### config.mk
export PLATFORM = sky130hd
export DESIGN_NAME = seq_alu_flat
export DESIGN_NICKNAME = d
export VERILOG_FILES = /design/src/rtl/seq_alu_if.sv /design/src/rtl/seq_alu.sv /design/src/flat_wrapper.sv
export SDC_FILE = /design/constraint.sdc
export NUM_CORES = 1
export LEC_CHECK = 0
export BUFFER_PORTS_ARGS = -buffer_cell sky130_fd_sc_hd__buf_2
export CORE_MARGIN = 4
export CORE_UTILIZATION = 35
export DETAILED_ROUTE_END_ITERATION = 12
export PLACE_DENSITY = 0.62
export SLEW_MARGIN = 20
export SYNTH_ARGS = -nofsm -noshare
export SYNTH_HDL_FRONTEND = slang
export SYNTH_SLANG_ARGS = --single-unit
### constraint.sdc
create_clock -name clk -period 4.8 [get_ports clk]
set_clock_uncertainty 0.1 [all_clocks]
set_input_delay 0.72 -clock clk [delete_from_list [all_inputs] [get_ports clk]]
set_output_delay 0.72 -clock clk [all_outputs]
set_load 0.05 [all_outputs]
### src/rtl/seq_alu_if.sv
// Handshake bundle for seq_alu: operand/opcode request channel and held-result response channel.
interface seq_alu_if #(
  parameter int WIDTH = 4
) ();
  logic                   in_valid;
  logic                   in_ready;
  logic [WIDTH-1:0]       a;
  logic [WIDTH-1:0]       b;
  logic [2:0]             op;
  logic                   out_valid;
  logic                   out_ready;
  logic [2*WIDTH-1:0]     y;
  logic                   zero;
  logic                   err;

  modport master (
    output in_valid, a, b, op, out_ready,
    input  in_ready, out_valid, y, zero, err
  );

  modport slave (
    input  in_valid, a, b, op, out_ready,
    output in_ready, out_valid, y, zero, err
  );
endinterface

### src/rtl/seq_alu.sv
// Sequential 8-function ALU: single-cycle ops finish in one cycle, unsigned division
// runs a restoring divider for WIDTH cycles; the result is held until consumed.
module seq_alu #(
  parameter int WIDTH = 4
) (
  input  logic     clk,
  input  logic     rst,
  seq_alu_if.slave bus
);
  localparam int         CNT_W  = (WIDTH > 2) ? $clog2(WIDTH) : 1;
  localparam logic [2:0] OP_DIV = 3'd3;

  typedef enum logic [1:0] {
    IDLE = 2'd0,
    DIV  = 2'd1,
    DONE = 2'd2
  } state_t;

  state_t               r_state;
  state_t               w_state_next;
  logic [WIDTH-1:0]     r_a;
  logic [WIDTH-1:0]     r_b;
  logic [WIDTH-1:0]     r_rem;
  logic [WIDTH-1:0]     r_quo;
  logic [CNT_W-1:0]     r_cnt;
  logic [2*WIDTH-1:0]   r_y;
  logic                 r_zero;
  logic                 r_err;

  logic                 w_accept;
  logic                 w_div_start;
  logic                 w_div_zero;
  logic [2*WIDTH-1:0]   w_a_ext;
  logic [2*WIDTH-1:0]   w_b_ext;
  logic [2*WIDTH-1:0]   w_result;
  logic [WIDTH:0]       w_trial;
  logic [WIDTH:0]       w_diff;
  logic                 w_qbit;
  logic [WIDTH-1:0]     w_rem_next;
  logic [WIDTH-1:0]     w_quo_next;

  assign w_accept    = bus.in_valid && (r_state == IDLE);
  assign w_div_zero  = (bus.op == OP_DIV) && (bus.b == {WIDTH{1'b0}});
  assign w_div_start = w_accept && (bus.op == OP_DIV) && !w_div_zero;
  assign w_a_ext     = {{WIDTH{1'b0}}, bus.a};
  assign w_b_ext     = {{WIDTH{1'b0}}, bus.b};

  // Single-cycle function table; op3 here only covers the divide-by-zero case.
  always_comb begin
    w_result = {(2*WIDTH){1'b0}};
    case (bus.op)
      3'd0:    w_result = w_a_ext - w_b_ext;
      3'd1:    w_result = w_a_ext + w_b_ext;
      3'd2:    w_result = w_a_ext * w_b_ext;
      3'd3:    w_result = {bus.a, {WIDTH{1'b1}}};
      3'd4:    w_result = {{(2*WIDTH-1){1'b0}}, ((|bus.a) && (|bus.b))};
      3'd5:    w_result = {{WIDTH{1'b0}}, bus.a & bus.b};
      3'd6:    w_result = {{(2*WIDTH-1){1'b0}}, &bus.a};
      3'd7:    w_result = {bus.a, bus.b};
      default: w_result = {(2*WIDTH){1'b0}};
    endcase
  end

  // One restoring step: shift in the next dividend bit, subtract when it fits.
  always_comb begin
    w_trial = {r_rem, r_a[r_cnt]};
    w_diff  = w_trial - {1'b0, r_b};
    w_qbit  = (w_trial >= {1'b0, r_b});
    if (w_qbit) begin
      w_rem_next = w_diff[WIDTH-1:0];
    end else begin
      w_rem_next = w_trial[WIDTH-1:0];
    end
    w_quo_next = {r_quo[WIDTH-2:0], w_qbit};
  end

  // State register.
  always_ff @(posedge clk) begin
    if (rst) begin
      r_state <= IDLE;
    end else begin
      r_state <= w_state_next;
    end
  end

  // Next-state logic.
  always_comb begin
    w_state_next = r_state;
    case (r_state)
      IDLE: begin
        if (w_accept) begin
          if (w_div_start) begin
            w_state_next = DIV;
          end else begin
            w_state_next = DONE;
          end
        end else begin
          w_state_next = IDLE;
        end
      end
      DIV: begin
        if (r_cnt == {CNT_W{1'b0}}) begin
          w_state_next = DONE;
        end else begin
          w_state_next = DIV;
        end
      end
      DONE: begin
        if (bus.out_ready) begin
          w_state_next = IDLE;
        end else begin
          w_state_next = DONE;
        end
      end
      default: w_state_next = IDLE;
    endcase
  end

  // Operand capture, divider iteration and result registers; DONE holds everything.
  always_ff @(posedge clk) begin
    if (rst) begin
      r_a    <= {WIDTH{1'b0}};
      r_b    <= {WIDTH{1'b0}};
      r_rem  <= {WIDTH{1'b0}};
      r_quo  <= {WIDTH{1'b0}};
      r_cnt  <= {CNT_W{1'b0}};
      r_y    <= {(2*WIDTH){1'b0}};
      r_zero <= 1'b0;
      r_err  <= 1'b0;
    end else begin
      case (r_state)
        IDLE: begin
          if (w_accept) begin
            r_a <= bus.a;
            r_b <= bus.b;
            if (w_div_start) begin
              r_rem <= {WIDTH{1'b0}};
              r_quo <= {WIDTH{1'b0}};
              r_cnt <= CNT_W'(WIDTH - 1);
            end else begin
              r_y    <= w_result;
              r_zero <= (w_result == {(2*WIDTH){1'b0}});
              r_err  <= w_div_zero;
            end
          end
        end
        DIV: begin
          r_rem <= w_rem_next;
          r_quo <= w_quo_next;
          r_cnt <= r_cnt - CNT_W'(1);
          if (r_cnt == {CNT_W{1'b0}}) begin
            r_y    <= {w_rem_next, w_quo_next};
            r_zero <= ({w_rem_next, w_quo_next} == {(2*WIDTH){1'b0}});
            r_err  <= 1'b0;
          end
        end
        default: begin
        end
      endcase
    end
  end

  assign bus.in_ready  = (r_state == IDLE);
  assign bus.out_valid = (r_state == DONE);
  assign bus.y         = r_y;
  assign bus.zero      = r_zero;
  assign bus.err       = r_err;
endmodule

### src/flat_wrapper.sv
// flat-port wrapper written by rule: the top's interface ports become plain ports
module seq_alu_flat 
#(
  parameter int WIDTH = 4
)
  (clk, rst, bus_in_valid, bus_a, bus_b, bus_op, bus_out_ready, bus_in_ready, bus_out_valid, bus_y, bus_zero, bus_err);
  seq_alu_if #(.WIDTH(WIDTH)) bus_i ();
  input  logic clk;
  input  logic rst;
  input wire logic [$bits(bus_i.in_valid)-1:0] bus_in_valid;
  input wire logic [$bits(bus_i.a)-1:0] bus_a;
  input wire logic [$bits(bus_i.b)-1:0] bus_b;
  input wire logic [$bits(bus_i.op)-1:0] bus_op;
  input wire logic [$bits(bus_i.out_ready)-1:0] bus_out_ready;
  output wire logic [$bits(bus_i.in_ready)-1:0] bus_in_ready;
  output wire logic [$bits(bus_i.out_valid)-1:0] bus_out_valid;
  output wire logic [$bits(bus_i.y)-1:0] bus_y;
  output wire logic [$bits(bus_i.zero)-1:0] bus_zero;
  output wire logic [$bits(bus_i.err)-1:0] bus_err;
  assign bus_i.in_valid = bus_in_valid;
  assign bus_i.a = bus_a;
  assign bus_i.b = bus_b;
  assign bus_i.op = bus_op;
  assign bus_i.out_ready = bus_out_ready;
  assign bus_in_ready = bus_i.in_ready;
  assign bus_out_valid = bus_i.out_valid;
  assign bus_y = bus_i.y;
  assign bus_zero = bus_i.zero;
  assign bus_err = bus_i.err;
  seq_alu #(.WIDTH(WIDTH)) u_core (.clk(clk), .rst(rst), .bus(bus_i));
endmodule
## Word level (Yosys, flattened, before mapping)

Cells that the tools add are included.

- Register bits: 29
- Input port bits: 15
- Output and inout port bits: 12
- Word-level logic and storage cells: 77

- Add/sub/neg operators: 4
- $mul: 1
- $lt $le $gt $ge: 2
- Eq/ne operators: 13
- Multiplexer cells: 28
- Bitwise operators: 1
- Reductions and logical operators: 19

Operators by type and width:

| kind | number |
|---|---|
| 8-bit case mux with 8 select lines | 1 |
| 8-bit 2-to-1 mux | 3 |
| 8-bit logical NOT | 2 |
| 8-bit case mux with 2 select lines | 1 |
| 3-bit equality test (second input constant) | 4 |
| 2-bit 2-to-1 mux | 6 |
| 4-bit 2-to-1 mux | 3 |
| 4-bit by 4-bit multiplier with 8-bit output | 1 |
| 4-bit case mux with 2 select lines | 1 |
| 4-bit AND reduction | 2 |
| 4-bit OR reduction | 2 |
| 1-bit 2-to-1 mux | 7 |
| 3-bit by 2-bit equality test with 1-bit output (second input constant) | 2 |
| 2-bit by 1-bit != test with 1-bit output (second input constant) | 3 |
| 2-bit case mux with 3 select lines | 1 |
| 3-bit case mux with 2 select lines | 1 |
| 4-bit by 4-bit adder with 5-bit output | 1 |
| 5-bit by 4-bit greater-or-equal comparator with 1-bit output | 1 |
| 1-bit logical AND | 5 |
| 4-bit by 4-bit subtractor with 5-bit output | 1 |
| 4-bit bitwise AND | 1 |
| 2-bit logical NOT | 2 |
| 4-bit logical NOT | 1 |
| 1-bit case mux with 2 select lines | 2 |
| other kinds (14) | 14 |

## Longest topological paths before layout

Gate-level depths: netlist (run 1).

- Word-level depth: 7
- Mapped depth: 13
- Depth with buffers taken out: 13

## Worst setup path after synthesis (run 1)

Ideal clock, no wire load.

- Path type: input-to-reg
- Start: input port bus_a[0]
- End: register u_core.r_zero, in the netlist u_core.bus.zero
- Library setup time: 0.088 ns
- Data arrival time: 3.601 ns
- Required time: 4.612 ns
- Setup slack: 1.011 ns
- Cell stages on the path: 12
- Path buffers: 0
- Cell sequence: nand2_1 fa_1 inv_1 fa_1 inv_1 fa_1 a21oi_1 o2bb2ai_1 o22ai_1 and3_1 or4b_1 o32ai_2

- Cells in the longest elaborated chain, start to end: 7
- Elaborated cells between the ends (all ways): 12
- Those cells by class: 2 x add/sub; 1 x mul; 4 x mux; 1 x bitwise; 4 x reduce/logical

RTL lines:

| item | RTL line | text |
|---|---|---|
| start: declaration | flat_wrapper.sv:11 | `input wire logic [$bits(bus_i.a)-1:0] bus_a;` |
| parallel branches: the longest is 2 deep, another holds 4-bit by 4-bit multiplier with 8-bit output | - |  |
| 8-bit case mux with 8 select lines (*) | seq_alu.sv:51 | `case (bus.op)` |
| 8-bit logical NOT (*) | seq_alu.sv:142 | `r_zero <= (w_result == {(2*WIDTH){1'b0}});` |
| 1-bit 2-to-1 mux (*) | seq_alu.sv:136 | `if (w_div_start) begin` |
| 1-bit 2-to-1 mux (*) | seq_alu.sv:133 | `if (w_accept) begin` |
| 1-bit case mux with 2 select lines (*) | seq_alu.sv:131 | `case (r_state)` |
| end signal: assignment | seq_alu.sv:142 |  |
| end signal: assignment | seq_alu.sv:153 | `r_zero <= ({w_rem_next, w_quo_next} == {(2*WIDTH){1'b0}});` |
| end: declaration | seq_alu.sv:27 | `logic r_zero;` |

Mark *: on every way between the ends. The select of a mux whose other input is x is not followed.
A chain may end at the register's enable or synchronous reset.

## Worst setup path in the final report (run 1)

- Start: input port bus_a[1]
- End: register u_core.r_zero, in the netlist u_core.bus.zero

The elaborated chain is that of the path after synthesis.

==> run_results.csv, run 1 <==
group,metric,value,unit
logic_synthesis,ys_ff_latch,29,
placement,port_buffers,26,
logic_synthesis,yosys_warnings,0,
logic_synthesis,syn_nets,355,
logic_synthesis,synth_cell_types,58,
placement,gp_congestion,0.981,
die,die_area,8390,um2
logic_synthesis,synthFlopType,"dfxtp_1",
logic_synthesis,seq_area_frac_synth,23.7,%
global_routing,global_route.usage.met1,21.1,%
placement,hpwl,4850,um
routing,drc,0,
placement,place_ws,621,ps
die,initial_utilization,36.0,%
logic_synthesis,synthMuxAreaShare,4.66,%
final_layout,fillers,719,
timing,fin_ws,914,ps
logic_synthesis,synth.top_cells.by_area,"dfxtp_1, ha_1, nand2_1",
setup_path,r2r_cells,9,
logic_synthesis,async_flop_share,0,%
global_routing,grt_usage,15.2,%
setup_path,path_common_cell,"fa_1",
final_layout,n_antenna_cell,0,
setup_path,r2r_end,"u_core.bus.y[6]$_SDFFE_PP0P_",
power,power.ir.vdd_worst,0.000110,V
global_routing,met2_usage,24.2,%
logic_synthesis,syn-mean-instance-area,7.94,um2
die,coreArea,6790,um2
setup_path,crit_type,"input port to flip-flop",
cts,ctsHtreeMaxLevel,2,
die,die_y,91.6,um
setup_path,slowest_delay,550,ps
global_routing,antenna_found_initial,0,
timing,setup_viol,0,
routing,finalWirelength,6230,um
final_layout,multi_input_area,1730,um2
worst_hold_path,hold_class,"flip-flop to flip-flop",
setup_path,crit_start,"bus_a[1]",
logic_synthesis,synth-xor-area-share,2.15,%
logic_synthesis,synthesis.area,2440,um2
timing,relSlewSlack,49.6,%
global_routing,overflow,0,
routing,wl_per_cell,14.7,um
global_routing,grt_pass1_wl,10200,um
setup_path,cp.arrival,3990,ps
timing,rsz0062_at_grt,"no",
logic_synthesis,synth.top_cells.by_count,"nand2_1, nor2_1, dfxtp_1, ha_1, a21oi_1",
power,p_per_area,262,nW/um2
routing,via_per_inst,5.21,
job,max_cap_viol_count,0,
global_routing,use_met3,2.07,%
routing,initialDrtViolationCount,107,
final_layout,area_delta_synth_final,12.1,%
logic_synthesis,yosysMostFrequentCell,"nand2_1",
die,die-width,91.6,um
logic_synthesis,synth_top_family_by_area,"simple AND/OR/NAND/NOR gates",
setup_path,r2r_slack,1790,ps
setup_path,startpoint_type,"input port",
timing,tightest_slew,755,ps
global_routing,grt_max_degree,33,
cts,insertion_delay,280,ps
setup_path,path_cells,"buf_2 -> nand2_1 -> fa_1 -> inv_1 -> fa_1 -> inv_1 -> fa_1 -> a21oi_1 -> o2bb2ai_1 -> o22ai_1 -> and3_1 -> or4b_1 -> o32ai_2",
die,ioPinCount,27,
outcome,status,"finished, final reports clean",
routing,ant_nets,0,
cts,cts_hold_buf,0,
global_routing,top_usage_layer,"met2",
cts,post_cts_buffers,0,
routing,vias,2216,
setup_path,cp.depth,13,
setup_path,crit_end,"u_core.bus.zero$_SDFFE_PP0P_",
setup_path,critPathBufInv,3,
die,fp-row-count,30,
power,p_leak,1.15,nW
cts,numCtsBuffers,5,
logic_synthesis,synth-simple-area-share,23.6,%
final_layout,final_area,2740,um2
timing,max_freq,0.257,GHz
final_layout,seq_area,581,um2
setup_path,cp-end-kind,"flip-flop",
logic_synthesis,synth_top_area_share,23.7,%
cts,cts_resized,0,
setup_path,required,4900,ps
cts,cts.sinks,29,
setup_path,path_max_fanout,11,
timing,fin_crit,3890,ps
cts,cts_root_buffer,"clkbuf_8",
final_layout,fin_nets,375,
routing,drt_pass1_iterations,4,
timing,maxSlewViolCount,0,
worst_hold_path,holdPathStages,2,
timing,final_hold_viol_count,0,
placement,place_area,2640,um2
setup_path,r2r_start,"u_core.r_cnt[0]$_SDFFE_PP0P_",
setup_path,path_delay_family,"adder cells",
logic_synthesis,synth-compound-area-share,21.7,%
setup_path,cpMaxStageDelayCell,"fa_1",
logic_synthesis,syn_inst,308,
logic_synthesis,synth_edf_count,0,
global_routing,grt_pass1_vias,2080,
logic_synthesis,yosysTopAreaCell,"dfxtp_1",
cts,clk_path_buf_depth,2,
cts,clkTransAtPathRegs,60,ps
cts,cts_tree,"yes",
logic_synthesis,synthAdderAreaFrac,18.5,%
timing,post-route-period-util,81.0,%
timing,tns,0,ps
final_layout,drive_above_1_share,12.5,%
cell type report:
type / instances / area share, %
Multi-Input combinational cell: 245 / 63.0
Sequential cell: 29 / 21.2
Clock inverter: 1 / 0.183
Clock buffer: 7 / 3.51
Tap cell: 96 / 4.38
Timing Repair Buffer: 27 / 5.02
Inverter: 20 / 2.74
through the flow:
| stage | hold WS [ps] | power (mW) | std cells | util, % |
|---|---|---|---|---|
| 4_1_cts | 355 | 0.724 | 425 | 40.3 |
| 2_1_floorplan | 333 | 0.440 | 308 | - |
| 6_report | 352 | 0.717 | 425 | 40.3 |
| 5_1_grt | 378 | 0.764 | 425 | 40.3 |
| 3_5_place_dp | 345 | 0.499 | 417 | 38.9 |
| 3_3_place_gp | 340 | 0.496 | 417 | 38.9 |
power breakdown:
group	leakage (nW)	switching, mW	internal (mW)	total (mW)
clock network	0.0542	0.0942	0.129	0.224
registers	0.237	0.00769	0.254	0.261
logic	0.855	0.148	0.0848	0.232
sequential cells by signal, indices dropped and copies added, names as in the netlist:
name and count:
u_core.r_b 4, u_core.bus.err 1, u_core.bus.y 8, u_core.r_cnt 2, u_core.r_state 2, u_core.r_rem 4, u_core.r_a 4, u_core.bus.zero 1
u_core.r_quo 3
cells by family (layout without fill, tap and decap cells):
group / Yosys count / count (layout)
DFF: 29 / 29
buffers and inverters: 34 / 55
and+or+nand+nor: 118 / 118
adders and majority gates: 32 / 32
xor gates and xnor gates: 6 / 6
muxes: 11 / 11
AOI/OAI and AO/OA: 78 / 78
worst min-delay path, delay by kind of cell, from the launching register on:
kind            cells  cell delay (ps)
compound gates      1               50
simple gates        1               50
flops               1              310
layout by cell type (no fill, tap or decap), types with 2 or more instances in the layout:
| cell | n |
|---|---|
| a311oi_1 | 2 |
| o21bai_1 | 2 |
| a31oi_1 | 2 |
| nand3b_1 | 2 |
| ha_1 | 25 |
| nor2_1 | 31 |
| nor2b_1 | 8 |
| dfxtp_1 | 29 |
| or2_0 | 2 |
| o22ai_1 | 3 |
| o21ai_0 | 8 |
| o211ai_1 | 6 |
| mux2_2 | 2 |
| a221oi_1 | 2 |
| and2_1 | 8 |
| o21a_1 | 3 |
| nand3_1 | 3 |
| xnor2_1 | 5 |
| a22oi_1 | 3 |
| fa_1 | 7 |
| mux2i_1 | 8 |
| nand2b_1 | 8 |
| a21oi_1 | 24 |
| nand4_1 | 2 |
| o31ai_1 | 2 |
| nor4_1 | 3 |
| a32oi_1 | 2 |
| inv_1 | 20 |
| clkbuf_8 | 7 |
| a21o_1 | 2 |
| buf_2 | 26 |
| a211oi_1 | 6 |
| nand2_1 | 41 |
metal layers:
metal | vias up | wire, um
li1 | 1128 | -
met1 | 1025 | 3080
met2 | 56 | 2800
met3 | 7 | 278
met4 | 0 | 70
met5 | - | 0
worst min path at each step:
stage                                         endpoint                         start
after floorplan             u_core.r_a[3]$_SDFFE_PP0P_    u_core.r_a[3]$_SDFFE_PP0P_
after global placement    u_core.bus.y[0]$_SDFFE_PP0P_  u_core.bus.y[0]$_SDFFE_PP0P_
after detailed placement   u_core.bus.err$_SDFFE_PP0P_   u_core.bus.err$_SDFFE_PP0P_
after CTS                  u_core.bus.err$_SDFFE_PP0P_   u_core.bus.err$_SDFFE_PP0P_
after global routing        u_core.r_a[0]$_SDFFE_PP0P_    u_core.r_a[0]$_SDFFE_PP0P_
final                      u_core.bus.err$_SDFFE_PP0P_   u_core.bus.err$_SDFFE_PP0P_
No activity file was read; power rests on OpenSTA's default activity.
==> run 2, diff against run 1 <==
==> constraint.sdc (replaced) <==
create_clock -name clk -period 3.9 [get_ports clk]
set_clock_uncertainty 0.1 [all_clocks]
set_input_delay 0.585 -clock clk [delete_from_list [all_inputs] [get_ports clk]]
set_output_delay 0.585 -clock clk [all_outputs]
set_load 0.05 [all_outputs]
==> run 2 against run 1 <==
Effect of this change:
- via count rose by 3.4%
- first-iteration DRC count is 62% higher
- sequential power up 23%
- combinational power up 28%
- global-route usage up 1.2 points
- critical path depth unchanged
- die area stayed put
- sequential share of layout area fell by 0.56 points
- final cell count grew 2.4%
- routed wire length up 3.3%
- critical path type unchanged
- largest power group unchanged
==> run_results.csv, run 2 (same netlist as run 1, synthesis figures left out) <==
group,metric,value,unit
outcome,status,"finished, final reports clean",
routing,ant_nets,0,
global_routing,overflow,0,
setup_path,required,4000,ps
timing,tightest_slew,829,ps
die,initial_utilization,36.0,%
routing,vias,2291,
cts,cts_tree,"yes",
cts,cts_hold_buf,0,
final_layout,fin_nets,385,
global_routing,global_route.usage.met1,22.5,%
cts,insertion_delay,280,ps
timing,maxSlewViolCount,0,
setup_path,path_common_cell,"fa_1",
setup_path,path_delay_family,"adder cells",
timing,fin_crit,3610,ps
timing,final_hold_viol_count,0,
global_routing,grt_pass1_vias,2281,
die,coreArea,6790,um2
setup_path,cp.arrival,3710,ps
setup_path,cp-end-kind,"flip-flop",
setup_path,slowest_delay,550,ps
cts,cts.sinks,29,
timing,max_freq,0.277,GHz
global_routing,grt_pass1_wl,11100,um
cts,clkTransAtPathRegs,60,ps
die,fp-row-count,30,
power,p_leak,1.19,nW
placement,place_area,2720,um2
placement,hpwl,4960,um
setup_path,critPathBufInv,3,
setup_path,path_cells,"buf_2 -> nand2_1 -> fa_1 -> inv_1 -> fa_1 -> inv_1 -> fa_1 -> a21oi_1 -> o2bb2ai_1 -> o22ai_1 -> and3_1 -> or4b_1 -> o32ai_2",
final_layout,layout_common_cells,"nand2_1, nor2_1, dfxtp_1",
die,die_y,91.6,um
final_layout,area_delta_synth_final,15.2,%
global_routing,grt_usage,16.3,%
global_routing,antenna_found_initial,0,
worst_hold_path,hold_class,"flip-flop to flip-flop",
routing,drc,0,
placement,dp_cells,427,
final_layout,drive_above_1_share,15.0,%
routing,via_per_inst,5.27,
cts,clk_path_buf_depth,2,
final_layout,final_common_cell,"nand2_1",
placement,port_buffers,26,
job,max_cap_viol_count,0,
die,ioPinCount,27,
timing,whs,352,ps
global_routing,top_usage_layer,"met2",
setup_path,startpoint_type,"input port",
global_routing,use_met3,2.57,%
cts,ctsHtreeMaxLevel,2,
die,die_area,8390,um2
cts,cts_resized,0,
global_routing,met2_usage,26.0,%
timing,setup_viol,0,
routing,initialDrtViolationCount,173,
final_layout,stdcell_count,435,
power,power,0.889,mW
final_layout,final_area,2820,um2
timing,rsz0062_at_grt,"no",
setup_path,cpMaxStageDelayCell,"fa_1",
cts,cts_root_buffer,"clkbuf_8",
final_layout,n_antenna_cell,0,
power,p_per_area,316,nW/um2
die,die-width,91.6,um
cts,post_cts_buffers,0,
final_layout,final_core_util,41.5,%
power,power.ir.vdd_worst,0.000106,V
final_layout,largest_reg_flops,8,
cts,numCtsBuffers,5,
routing,wl_per_cell,14.8,um
timing,relSlewSlack,44.7,%
setup_path,crit_type,"input port to flip-flop",
global_routing,grt_max_degree,33,
final_layout,fillers,716,
setup_path,path_max_fanout,2,
placement,gp_congestion,0.892,
timing,post-route-period-util,92.6,%
routing,finalWirelength,6440,um
routing,drt_pass1_iterations,7,
## run 2: path summary, 6_finish.rpt
| kind | slack [ps] | depth (start not counted) | start | end |
|---|---|---|---|---|
| max | 290 | 13 | bus_a[0] | u_core.bus.zero$_SDFFE_PP0P_ |
| min | 350 | 2 | u_core.bus.err$_SDFFE_PP0P_ | u_core.bus.err$_SDFFE_PP0P_ |
| max reg2reg | 960 | 9 | u_core.r_cnt[0]$_SDFFE_PP0P_ | u_core.bus.y[6]$_SDFFE_PP0P_ |
| min reg2reg | 350 | 2 | u_core.bus.err$_SDFFE_PP0P_ | u_core.bus.err$_SDFFE_PP0P_ |
## run 2: tightest hold or removal path, stage by stage, from the launching register on
cell and delay (ps):
dfxtp_1 310, nand2_1 50, a21oi_1 50
## run 2: final cells by class
class / count / area, um2 / area share (%)
sequential: 29 / 581 / 20.6
timing repair buffer: 37 / 213 / 7.55
clock buffer: 7 / 96.3 / 3.42
tap: 96 / 120 / 4.26
clock inverter: 1 / 5.00 / 0.178
multi-input combinational: 245 / 1730 / 61.3
inverter: 20 / 75.1 / 2.67
## run 2: per-stage QoR
step | setup TNS (ps) | setup WS [ps]
floorplan | 0 | 246
global placement | 0 | 38.9
detailed placement | -4.53 | -4.53
CTS | 0 | 292
global route | 0 | 108
finish | 0 | 290
## run 2: report_power, final
part	switching (mW)	leakage, nW	internal [mW]
Combinational	0.184	0.902	0.112
Clock	0.112	0.0542	0.159
Sequential	0.00950	0.237	0.312
Total	0.306	1.19	0.583
## run 2: metal layers
metal / up-vias / part of all wire, % / wire (um)
met4: 0 / 1.2 / 76
met2: 55 / 46 / 2970
met5: - / 0 / 0
met3: 9 / 4.6 / 299
li1: 1150 / - / -
met1: 1077 / 48 / 3090
==> run 3, diff against run 2 <==
--- a/config.mk
+++ b/config.mk
@@ -9,6 +9,7 @@
 export CORE_MARGIN = 4
 export CORE_UTILIZATION = 35
 export DETAILED_ROUTE_END_ITERATION = 12
+export GPL_TIMING_DRIVEN = 0
 export PLACE_DENSITY = 0.62
 export SLEW_MARGIN = 20
 export SYNTH_ARGS = -nofsm -noshare
==> run 3 against run 2 <==
Effect of this change:
- via count hardly changed
- first-iteration DRC count fell by 35%
- design area about the same
- sequential share of layout area hardly changed
- final cell count is 0.23% higher
- critical endpoint unchanged
==> run_results.csv, run 3 (same netlist as run 1, synthesis figures left out) <==
group,metric,value,unit
timing,tightest_slew,742,ps
setup_path,required,4000,ps
cts,clk_path_buf_depth,2,
timing,post-route-period-util,96.0,%
timing,tns,0,ps
cts,cts_tree,"yes",
timing,max_freq,0.267,GHz
power,p_leak,1.17,nW
setup_path,path_cells,"clkbuf_4 -> nand2_1 -> fa_1 -> inv_1 -> fa_1 -> inv_1 -> fa_1 -> a21oi_1 -> o2bb2ai_1 -> o22ai_1 -> and3_1 -> or4b_1 -> o32ai_2",
die,fp-row-count,30,
final_layout,final_common_cell,"nand2_1",
die,coreArea,6790,um2
routing,finalWirelength,6410,um
routing,via_per_inst,5.25,
timing,final_hold_viol_count,0,
cts,ctsHtreeMaxLevel,2,
routing,drt_pass1_iterations,4,
die,ioPinCount,27,
setup_path,cp.arrival,3850,ps
setup_path,r2r_end,"u_core.bus.y[6]$_SDFFE_PP0P_",
routing,drc,0,
final_layout,stdcell_count,436,
power,power.ir.vdd_worst,0.000135,V
placement,hpwl,4980,um
cts,clkTransAtPathRegs,60,ps
routing,initialDrtViolationCount,112,
global_routing,antenna_found_initial,0,
power,p_per_area,334,nW/um2
global_routing,grt_pass1_wl,10600,um
setup_path,cpMaxStageDelayCell,"fa_1",
setup_path,path_common_cell,"fa_1",
setup_path,r2r_cells,9,
final_layout,drive_above_1_share,11.8,%
placement,port_buffers,24,
global_routing,grt_max_degree,12,
final_layout,largest_reg_flops,8,
final_layout,multi_input_area,1730,um2
worst_hold_path,holdPathStages,2,
placement,gp_congestion,0.906,
setup_path,r2r_slack,950,ps
timing,relSlewSlack,50.5,%
setup_path,r2r_start,"u_core.r_cnt[0]$_SDFFE_PP0P_",
final_layout,seq_area,581,um2
final_layout,final_core_util,41.5,%
cts,cts_hold_buf,0,
cts,numCtsBuffers,5,
die,die_area,8390,um2
timing,fin_crit,3740,ps
worst_hold_path,hold_end,"u_core.bus.y[0]$_SDFFE_PP0P_",
setup_path,path_max_fanout,8,
global_routing,grt_pass1_vias,2215,
timing,whs,357,ps
worst_hold_path,worstHoldStart,"u_core.bus.y[0]$_SDFFE_PP0P_",
setup_path,cp-end-kind,"flip-flop",
timing,maxSlewViolCount,0,
setup_path,startpoint_type,"input port",
final_layout,fin_nets,386,
cts,insertion_delay,280,ps
die,die-width,91.6,um
global_routing,grt_usage,15.7,%
routing,ant_nets,0,
placement,dp_cells,428,
timing,rsz0062_at_grt,"no",
outcome,status,"finished, final reports clean",
routing,wl_per_cell,14.7,um
die,initial_utilization,36.0,%
cts,cts.sinks,29,
cts,cts_root_buffer,"clkbuf_8",
final_layout,fillers,727,
global_routing,overflow,0,
final_layout,n_antenna_cell,0,
die,die_y,91.6,um
timing,setup_viol,0,
setup_path,crit_type,"input port to flip-flop",
routing,vias,2290,
setup_path,slowest_delay,560,ps
job,max_cap_viol_count,0,
final_layout,layout_common_cells,"nand2_1, nor2_1, dfxtp_1",
final_layout,area_delta_synth_final,15.3,%
worst_hold_path,hold_class,"flip-flop to flip-flop",
[run 3: changes by cell type in the layout (fill, tap and decap cells not counted), moves of 2 or more]
cell      previous run  this run
buf_2               26        21
buf_4               11         0
buf_6                0         2
clkbuf_1             0        11
clkbuf_4             0         4
[run 3: timing repair]
action | CTS | global route
resized for setup | 0 | 7
buffers inserted | 0 | 0
endpoints found under the setup margin | 0 | 1
[run 3: per-layer routing]
metal	vias to the layer above	global-route usage (%)	part of all wire, %
li1	1149	-	-
met1	1072	20.9	48
met2	54	25.0	45
met3	15	3.23	4.6
met4	0	5.53	2.5
met5	-	0	0
[run 3: metrics by stage]
step / power [mW] / worst slack, ps / instance area [um2]
after floorplan: 0.541 / 246 / 2440
after global placement: 0.616 / -209 / 2690
after detailed placement: 0.620 / -282 / 2690
after CTS: 0.944 / 26.5 / 2800
after global routing: 0.992 / 10.4 / 2820
final: 0.940 / 155 / 2820
[run 3: how the worst max path moves through the flow]
stage,from,end,slack [ps],cells past startpoint
after global placement,bus_a[1],u_core.bus.zero$_SDFFE_PP0P_,-210,13
final,bus_b[3],u_core.bus.zero$_SDFFE_PP0P_,160,13
after floorplan,bus_a[0],u_core.bus.zero$_SDFFE_PP0P_,250,12
after global routing,bus_b[3],u_core.bus.zero$_SDFFE_PP0P_,10,13
after detailed placement,bus_a[1],u_core.bus.zero$_SDFFE_PP0P_,-280,13
after CTS,bus_a[1],u_core.bus.zero$_SDFFE_PP0P_,30,13
[run 3: layout make-up]
cell class | count | area share (%)
Tap cell | 96 | 4.26
Multi-Input combinational cell | 245 | 61.3
Sequential cell | 29 | 20.6
Buffer | 14 | 2.22
Clock buffer | 7 | 3.06
Inverter | 20 | 2.66
Timing Repair Buffer | 24 | 4.84
Clock inverter | 1 | 1.07
[run 3: where the power goes]
part	switching [mW]	internal, mW	total [mW]	leakage [nW]
sequential	0.00941	0.312	0.322	0.237
combinational	0.184	0.109	0.293	0.873
clock	0.117	0.208	0.325	0.0585
[run 3: critical path, delay by kind of cell]
family / cells / cell delay, ps
AO/OA/AOI/OAI: 4 / 550
adder cells (fa/ha/maj): 3 / 1640
AND/OR/NAND/NOR: 3 / 770
buffers and inverters: 3 / 290
